--- src/rtl/wb_select_queue.sv ---
// Write-back source selector feeding a small register-file write queue.
// Define WB_QUEUE_FWD_EN to build the youngest-match forwarding search.
module wb_select_queue #(
  parameter int DATA_W  = 32,
  parameter int NUM_SRC = 8,
  parameter int SEL_W   = $clog2(NUM_SRC),
  parameter int DEPTH   = 4,
  parameter int ADDR_W  = 5
) (
  input  logic                      clk,
  input  logic                      reset_n,
  input  logic [NUM_SRC*DATA_W-1:0] src_data,
  input  logic [SEL_W-1:0]          sel,
  input  logic [ADDR_W-1:0]         wr_addr,
  input  logic                      wr_valid,
  output logic                      wr_ready,
  output logic                      rf_we,
  output logic [ADDR_W-1:0]         rf_addr,
  output logic [DATA_W-1:0]         rf_data,
  input  logic                      rf_ready,
  output logic                      full,
  output logic                      empty,
  output logic [$clog2(DEPTH):0]    count,
  output logic                      sel_err,
  input  logic [ADDR_W-1:0]         fwd_addr,
  output logic                      fwd_hit,
  output logic [DATA_W-1:0]         fwd_data
);

  localparam int PTR_W = $clog2(DEPTH);
  localparam int CNT_W = PTR_W + 1;

  // Out-of-range selects yield an all-zero word rather than an undefined slice.
  function automatic logic [DATA_W-1:0] pick_src(
    input logic [NUM_SRC*DATA_W-1:0] srcs,
    input logic [SEL_W-1:0]          s
  );
    logic [DATA_W-1:0] w;
    w = '0;
    for (int i = 0; i < NUM_SRC; i++) begin
      w = (int'(s) == i) ? srcs[i*DATA_W +: DATA_W] : w;
    end
    return w;
  endfunction

  logic [ADDR_W-1:0] addr_mem_q [DEPTH];
  logic [DATA_W-1:0] data_mem_q [DEPTH];
  logic [PTR_W-1:0]  wr_ptr_q, wr_ptr_d;
  logic [PTR_W-1:0]  rd_ptr_q, rd_ptr_d;
  logic [CNT_W-1:0]  count_q, count_d;
  logic              sel_err_q, sel_err_d;

  logic              push_s;
  logic              store_s;
  logic              pop_s;
  logic              sel_bad_s;
  logic [DATA_W-1:0] sel_word_s;

  assign full       = (count_q == CNT_W'(DEPTH));
  assign empty      = (count_q == {CNT_W{1'b0}});
  assign count      = count_q;
  assign wr_ready   = !full;
  assign sel_err    = sel_err_q;
  assign rf_we      = !empty;

  assign sel_bad_s  = (int'(sel) >= NUM_SRC);
  assign sel_word_s = pick_src(src_data, sel);
  assign push_s     = wr_valid && wr_ready;
  assign store_s    = push_s && (wr_addr != {ADDR_W{1'b0}});
  assign pop_s      = rf_we && rf_ready;

  // Head entry drives the register-file port directly; zeros when idle.
  always_comb begin
    rf_addr = '0;
    rf_data = '0;
    if (!empty) begin
      rf_addr = addr_mem_q[rd_ptr_q];
      rf_data = data_mem_q[rd_ptr_q];
    end else begin
      rf_addr = '0;
      rf_data = '0;
    end
  end

  // Pointer, occupancy and sticky error next-state.
  always_comb begin
    wr_ptr_d  = wr_ptr_q;
    rd_ptr_d  = rd_ptr_q;
    count_d   = count_q;
    sel_err_d = sel_err_q | (push_s & sel_bad_s);
    if (store_s) begin
      wr_ptr_d = wr_ptr_q + PTR_W'(1'b1);
    end else begin
      wr_ptr_d = wr_ptr_q;
    end
    if (pop_s) begin
      rd_ptr_d = rd_ptr_q + PTR_W'(1'b1);
    end else begin
      rd_ptr_d = rd_ptr_q;
    end
    case ({store_s, pop_s})
      2'b10:   count_d = count_q + CNT_W'(1'b1);
      2'b01:   count_d = count_q - CNT_W'(1'b1);
      default: count_d = count_q;
    endcase
  end

  // Control state; reset flushes the queue without waiting for a clock.
  always_ff @(posedge clk or negedge reset_n) begin
    if (!reset_n) begin
      wr_ptr_q  <= '0;
      rd_ptr_q  <= '0;
      count_q   <= '0;
      sel_err_q <= 1'b0;
    end else begin
      wr_ptr_q  <= wr_ptr_d;
      rd_ptr_q  <= rd_ptr_d;
      count_q   <= count_d;
      sel_err_q <= sel_err_d;
    end
  end

  // Entry storage; contents only matter while covered by count, so no reset.
  always_ff @(posedge clk) begin
    if (store_s) begin
      addr_mem_q[wr_ptr_q] <= wr_addr;
      data_mem_q[wr_ptr_q] <= sel_word_s;
    end
  end

`ifdef WB_QUEUE_FWD_EN
  // Walk oldest to youngest so the last match seen is the youngest.
  always_comb begin
    fwd_hit  = 1'b0;
    fwd_data = '0;
    for (int k = 0; k < DEPTH; k++) begin
      if ((CNT_W'(k) < count_q) && (fwd_addr != {ADDR_W{1'b0}}) &&
          (addr_mem_q[rd_ptr_q + PTR_W'(k)] == fwd_addr)) begin
        fwd_hit  = 1'b1;
        fwd_data = data_mem_q[rd_ptr_q + PTR_W'(k)];
      end else begin
        fwd_hit  = fwd_hit;
        fwd_data = fwd_data;
      end
    end
  end
`else
  logic unused_fwd_addr_s;
  assign unused_fwd_addr_s = ^fwd_addr;
  assign fwd_hit           = 1'b0;
  assign fwd_data          = '0;
`endif

endmodule

--- config.mk ---
export PLATFORM = sky130hd
export DESIGN_NAME = wb_select_queue
export DESIGN_NICKNAME = d
export VERILOG_FILES = /design/src/rtl/wb_select_queue.sv
export SDC_FILE = /design/constraint.sdc
export NUM_CORES = 1
export LEC_CHECK = 0
export BUFFER_PORTS_ARGS = -buffer_cell sky130_fd_sc_hd__clkbuf_2
export CORE_MARGIN = 2
export CORE_UTILIZATION = 49
export DETAILED_ROUTE_END_ITERATION = 12
export GPL_TIMING_DRIVEN = 0
export PLACE_DENSITY = 0.82
export SYNTH_ARGS = -nofsm -noshare
export SYNTH_HDL_FRONTEND = slang
export SYNTH_SLANG_ARGS = --single-unit
--- constraint.sdc ---
create_clock -name clk -period 3.1 [get_ports clk]
set_clock_uncertainty 0.2 [all_clocks]
set_input_delay 0.62 -clock clk [delete_from_list [all_inputs] [get_ports clk]]
set_output_delay 0.62 -clock clk [all_outputs]
set_load 0.02 [all_outputs]
==> flow_metrics.env <==
export IMPL_status="complete, no violations"
export IMPL_finished_layout_cell_area_um2=11200
export IMPL_tightest_slew_ns=0.744
export IMPL_post_cts_setup_buffer_count=0
export IMPL_postSynthCellCount=581
export IMPL_whs_ns=0.241
export IMPL_average_instance_area_after_synthesis_um2=14.7
export IMPL_tritoncts="yes"
export IMPL_timing_final_crit_period_ns=2.97
export IMPL_critical_path_reg2reg_endpoint="count[2]"
export IMPL_die_w_um=136
export IMPL_r2r_worst_path_cells=10
export IMPL_final_hold_viol_count=0
export IMPL_ys_warnings_count=0
export IMPL_vdd_ir_drop_worst_mv=0.717
export IMPL_yosys_cell_count_top_type="sky130_fd_sc_hd__edfxtp_1"
export IMPL_worstReg2RegStart="count[0]"
export IMPL_timing_fmax_mhz=337
export IMPL_ys_top_cells_by_area="sky130_fd_sc_hd__edfxtp_1 (52%), sky130_fd_sc_hd__mux4_2 (16%), sky130_fd_sc_hd__mux2i_1 (4.7%)"
export IMPL_ys_seq_elements=155
export IMPL_critical_path_startpoint="rd_ptr_q[0]"
export IMPL_remaining_drc_errors=0
export IMPL_post_layout_total_power_w=0.00841
export IMPL_tritoncts_num_buffers=17
export IMPL_htree_num_levels=4
export IMPL_timing_critical_path_required_ns=2.28
export IMPL_drt_pass1_iterations=5
export IMPL_routedWlPerCell_um=22.6
export IMPL_crit_share_post_route=0.958
export IMPL_worstPathArrival_ns=2.15
export IMPL_start_util=0.496
export IMPL_io_buffer_count=308
export IMPL_netlist_area_um2=8520
export IMPL_synth_largest_area_cell="sky130_fd_sc_hd__edfxtp_1"
export IMPL_clock_root_buffer="sky130_fd_sc_hd__clkbuf_16"
export IMPL_final_nets=1224
export IMPL_final_antenna_net_count=0
export IMPL_postLayoutCoreUtil=0.650
export IMPL_detailed_place_area_um2=10600
export IMPL_slew_viol_final=0
export IMPL_io_pin_count=351
export IMPL_crit_chain="buf_4, buf_6, mux4_2, and2_1, clkbuf_2"
export IMPL_setup_reg_to_reg_worst_slack_ns=0.73
export IMPL_fp_dieH_um=136
export IMPL_ys_dominant_reg_cell="sky130_fd_sc_hd__edfxtp_1"
export IMPL_cts_path_max_buffers=2
export IMPL_clkLatencyLatePin_ns=0.42
export IMPL_core_rowCount=48
export IMPL_grt_first_pass_wirelength_um=39100
export IMPL_global_route_usage_total=0.296
export IMPL_core_um2=17200
export IMPL_worst_path_max_fanout=10
export IMPL_clkSlewWorstSetupHoldPaths_ns=0.06
export IMPL_place_congestion=0.912
export IMPL_fillerInstances=1317
export IMPL_synth_enable_flop_cells=148
export IMPL_drt_total_wl_um=26700
export IMPL_detailroute_via_count=6554
export IMPL_hold_path_class="primary input to flip-flop"
export IMPL_synth_async_reset_ratio=0.0452
export IMPL_clock_sinks=155
export IMPL_first_global_vias=6578
export IMPL_final_layout_size_suffix_gt1_frac=0.491
export IMPL_detail_route_iter0_violations=486
export IMPL_setup_tns_final_ns=0
export IMPL_dp_hpwl_um=21000
export IMPL_grt_start_max_net_pins=26
export IMPL_crit_path_start_kind="flip-flop"
export IMPL_max_cap_violations=0
export IMPL_synth_top_area_share=0.521
export IMPL_synth_common_cells="sky130_fd_sc_hd__edfxtp_1 (148), sky130_fd_sc_hd__mux4_2 (62), sky130_fd_sc_hd__and2_1 (42)"
export IMPL_slowest_delay_ns=0.55
export IMPL_avgViaCountPerCell=5.53
export IMPL_layout_area_overhead_vs_synth_pct=30.9
export IMPL_timing_slew_headroom=0.504
export IMPL_yosys_cell_types_count=37
export IMPL_setup_worst_path_end="rf_data[29]"
export IMPL_unrepaired_setup_endpoints_after_global_routing="no"
export IMPL_worst_path_max_delay_cell="sky130_fd_sc_hd__mux4_2"
export IMPL_die_area_um2=18500
export IMPL_synth_sequential_area_ratio=0.542
export IMPL_antenna_violations_before_repair=0
export IMPL_grt_remaining_overflow=0
export IMPL_finalSetupViolCount=0
export IMPL_critPathKind="flip-flop to primary output"
export IMPL_end_kind="primary output"
export IMPL_pwr_density_cell_nw_per_um2=754
export IMPL_power_leakage_nw=4.75
[where the power goes]
group          leakage (nW)  total [W]  internal (W)  switching (W)
clock network         0.272    0.00198       0.00125       0.000736
logic                  3.03    0.00348       0.00149        0.00198
registers              1.45    0.00295       0.00282       0.000131
[cell families (layout without fill, tap and decap cells)]
kind of cell    Yosys count  after routing  synth area share
flops                   155            155             0.542
simple gates            135            135            0.0875
mux                     103            103             0.212
buf+inv                  89            433            0.0666
compound gates           86             86            0.0755
fa+ha+maj                 6              6           0.00969
xor+xnor                  6              6           0.00617
other cells               1             36          0.000440
[what timing repair did]
action,4_1_cts,5_1_grt
resized for setup,3,1
hold buffers,1,0
hold endpoints to repair,7,0
setup endpoints to repair,28,5
[routing by layer]
| metal | up-vias | GRT usage | share of wire |
|---|---|---|---|
| met5 | - | 0 | 0 |
| met4 | 0 | 0.112 | 0.036 |
| met3 | 59 | 0.0742 | 0.083 |
| met2 | 368 | 0.475 | 0.48 |
| met1 | 3199 | 0.393 | 0.40 |
| li1 | 2928 | - | - |
[flip-flops by register name, indices dropped and copies added, names as in the netlist]
register    cells
count           3
wr_ptr_q        2
rd_ptr_q        2
data_mem_q    128
addr_mem_q     20
[worst min path at each step]
stage	start	to	slack (ns)	cells after the start
after floorplan	reset_n	count[0]	0.12	0
after global placement	reset_n	count[0]	0.27	1
after detailed placement	reset_n	count[0]	0.27	1
after CTS	wr_addr[3]	addr_mem_q[3][3]	0.24	1
after global routing	wr_addr[3]	addr_mem_q[2][3]	0.25	1
final	wr_addr[3]	addr_mem_q[2][3]	0.24	1
[worst max-delay path: cells and delay by family, from the launching register on]
kind / cells / cell delay, ns
muxes: 1 / 0.55
and+or+nand+nor: 1 / 0.18
buffers and inverters: 3 / 0.64
DFF: 1 / 0.36
[metrics by stage]
| step | instances | setup WS (ns) |
|---|---|---|
| floorplan | 614 | 0.404 |
| global placement | 1147 | -0.198 |
| detailed placement | 1151 | 0.126 |
| CTS | 1184 | 0.0497 |
| global route | 1183 | 0.0265 |
| finish | 1185 | 0.130 |
[final cells by class]
cell class | count | area (um2) | share of cell area
multi-input cells | 370 | 3460 | 0.311
repair buffers | 313 | 1650 | 0.148
diodes | 2 | 5.00 | 0.000449
flip-flops and latches | 155 | 4620 | 0.414
plain buffers | 80 | 543 | 0.0487
well taps | 225 | 282 | 0.0252
clock buffers | 21 | 440 | 0.0395
clock inverters | 11 | 126 | 0.0113
inverters | 8 | 30.0 | 0.00269
[cells in the final DEF, fill, tap and decap left out, types with 5 or more instances in the layout]
master,instances
sky130_fd_sc_hd__mux2i_1,40
sky130_fd_sc_hd__nand2_1,26
sky130_fd_sc_hd__clkbuf_2,310
sky130_fd_sc_hd__inv_1,7
sky130_fd_sc_hd__buf_2,16
sky130_fd_sc_hd__buf_6,5
sky130_fd_sc_hd__dfrtp_1,7
sky130_fd_sc_hd__nor3b_1,6
sky130_fd_sc_hd__buf_4,40
sky130_fd_sc_hd__a21oi_1,14
sky130_fd_sc_hd__ha_1,5
sky130_fd_sc_hd__clkbuf_16,17
sky130_fd_sc_hd__and2_1,38
sky130_fd_sc_hd__nand3_1,8
sky130_fd_sc_hd__o21ai_0,21
sky130_fd_sc_hd__nor2_1,15
sky130_fd_sc_hd__a221o_1,25
sky130_fd_sc_hd__nand2b_1,7
sky130_fd_sc_hd__edfxtp_1,148
sky130_fd_sc_hd__a221oi_1,5
sky130_fd_sc_hd__clkinv_1,5
sky130_fd_sc_hd__mux4_2,62
sky130_fd_sc_hd__nor2b_1,26
sky130_fd_sc_hd__a21o_1,7
sky130_fd_sc_hd__conb_1,34
sky130_fd_sc_hd__clkbuf_1,19
sky130_fd_sc_hd__a2bb2oi_1,7
No activity file was read; power rests on OpenSTA's default activity.
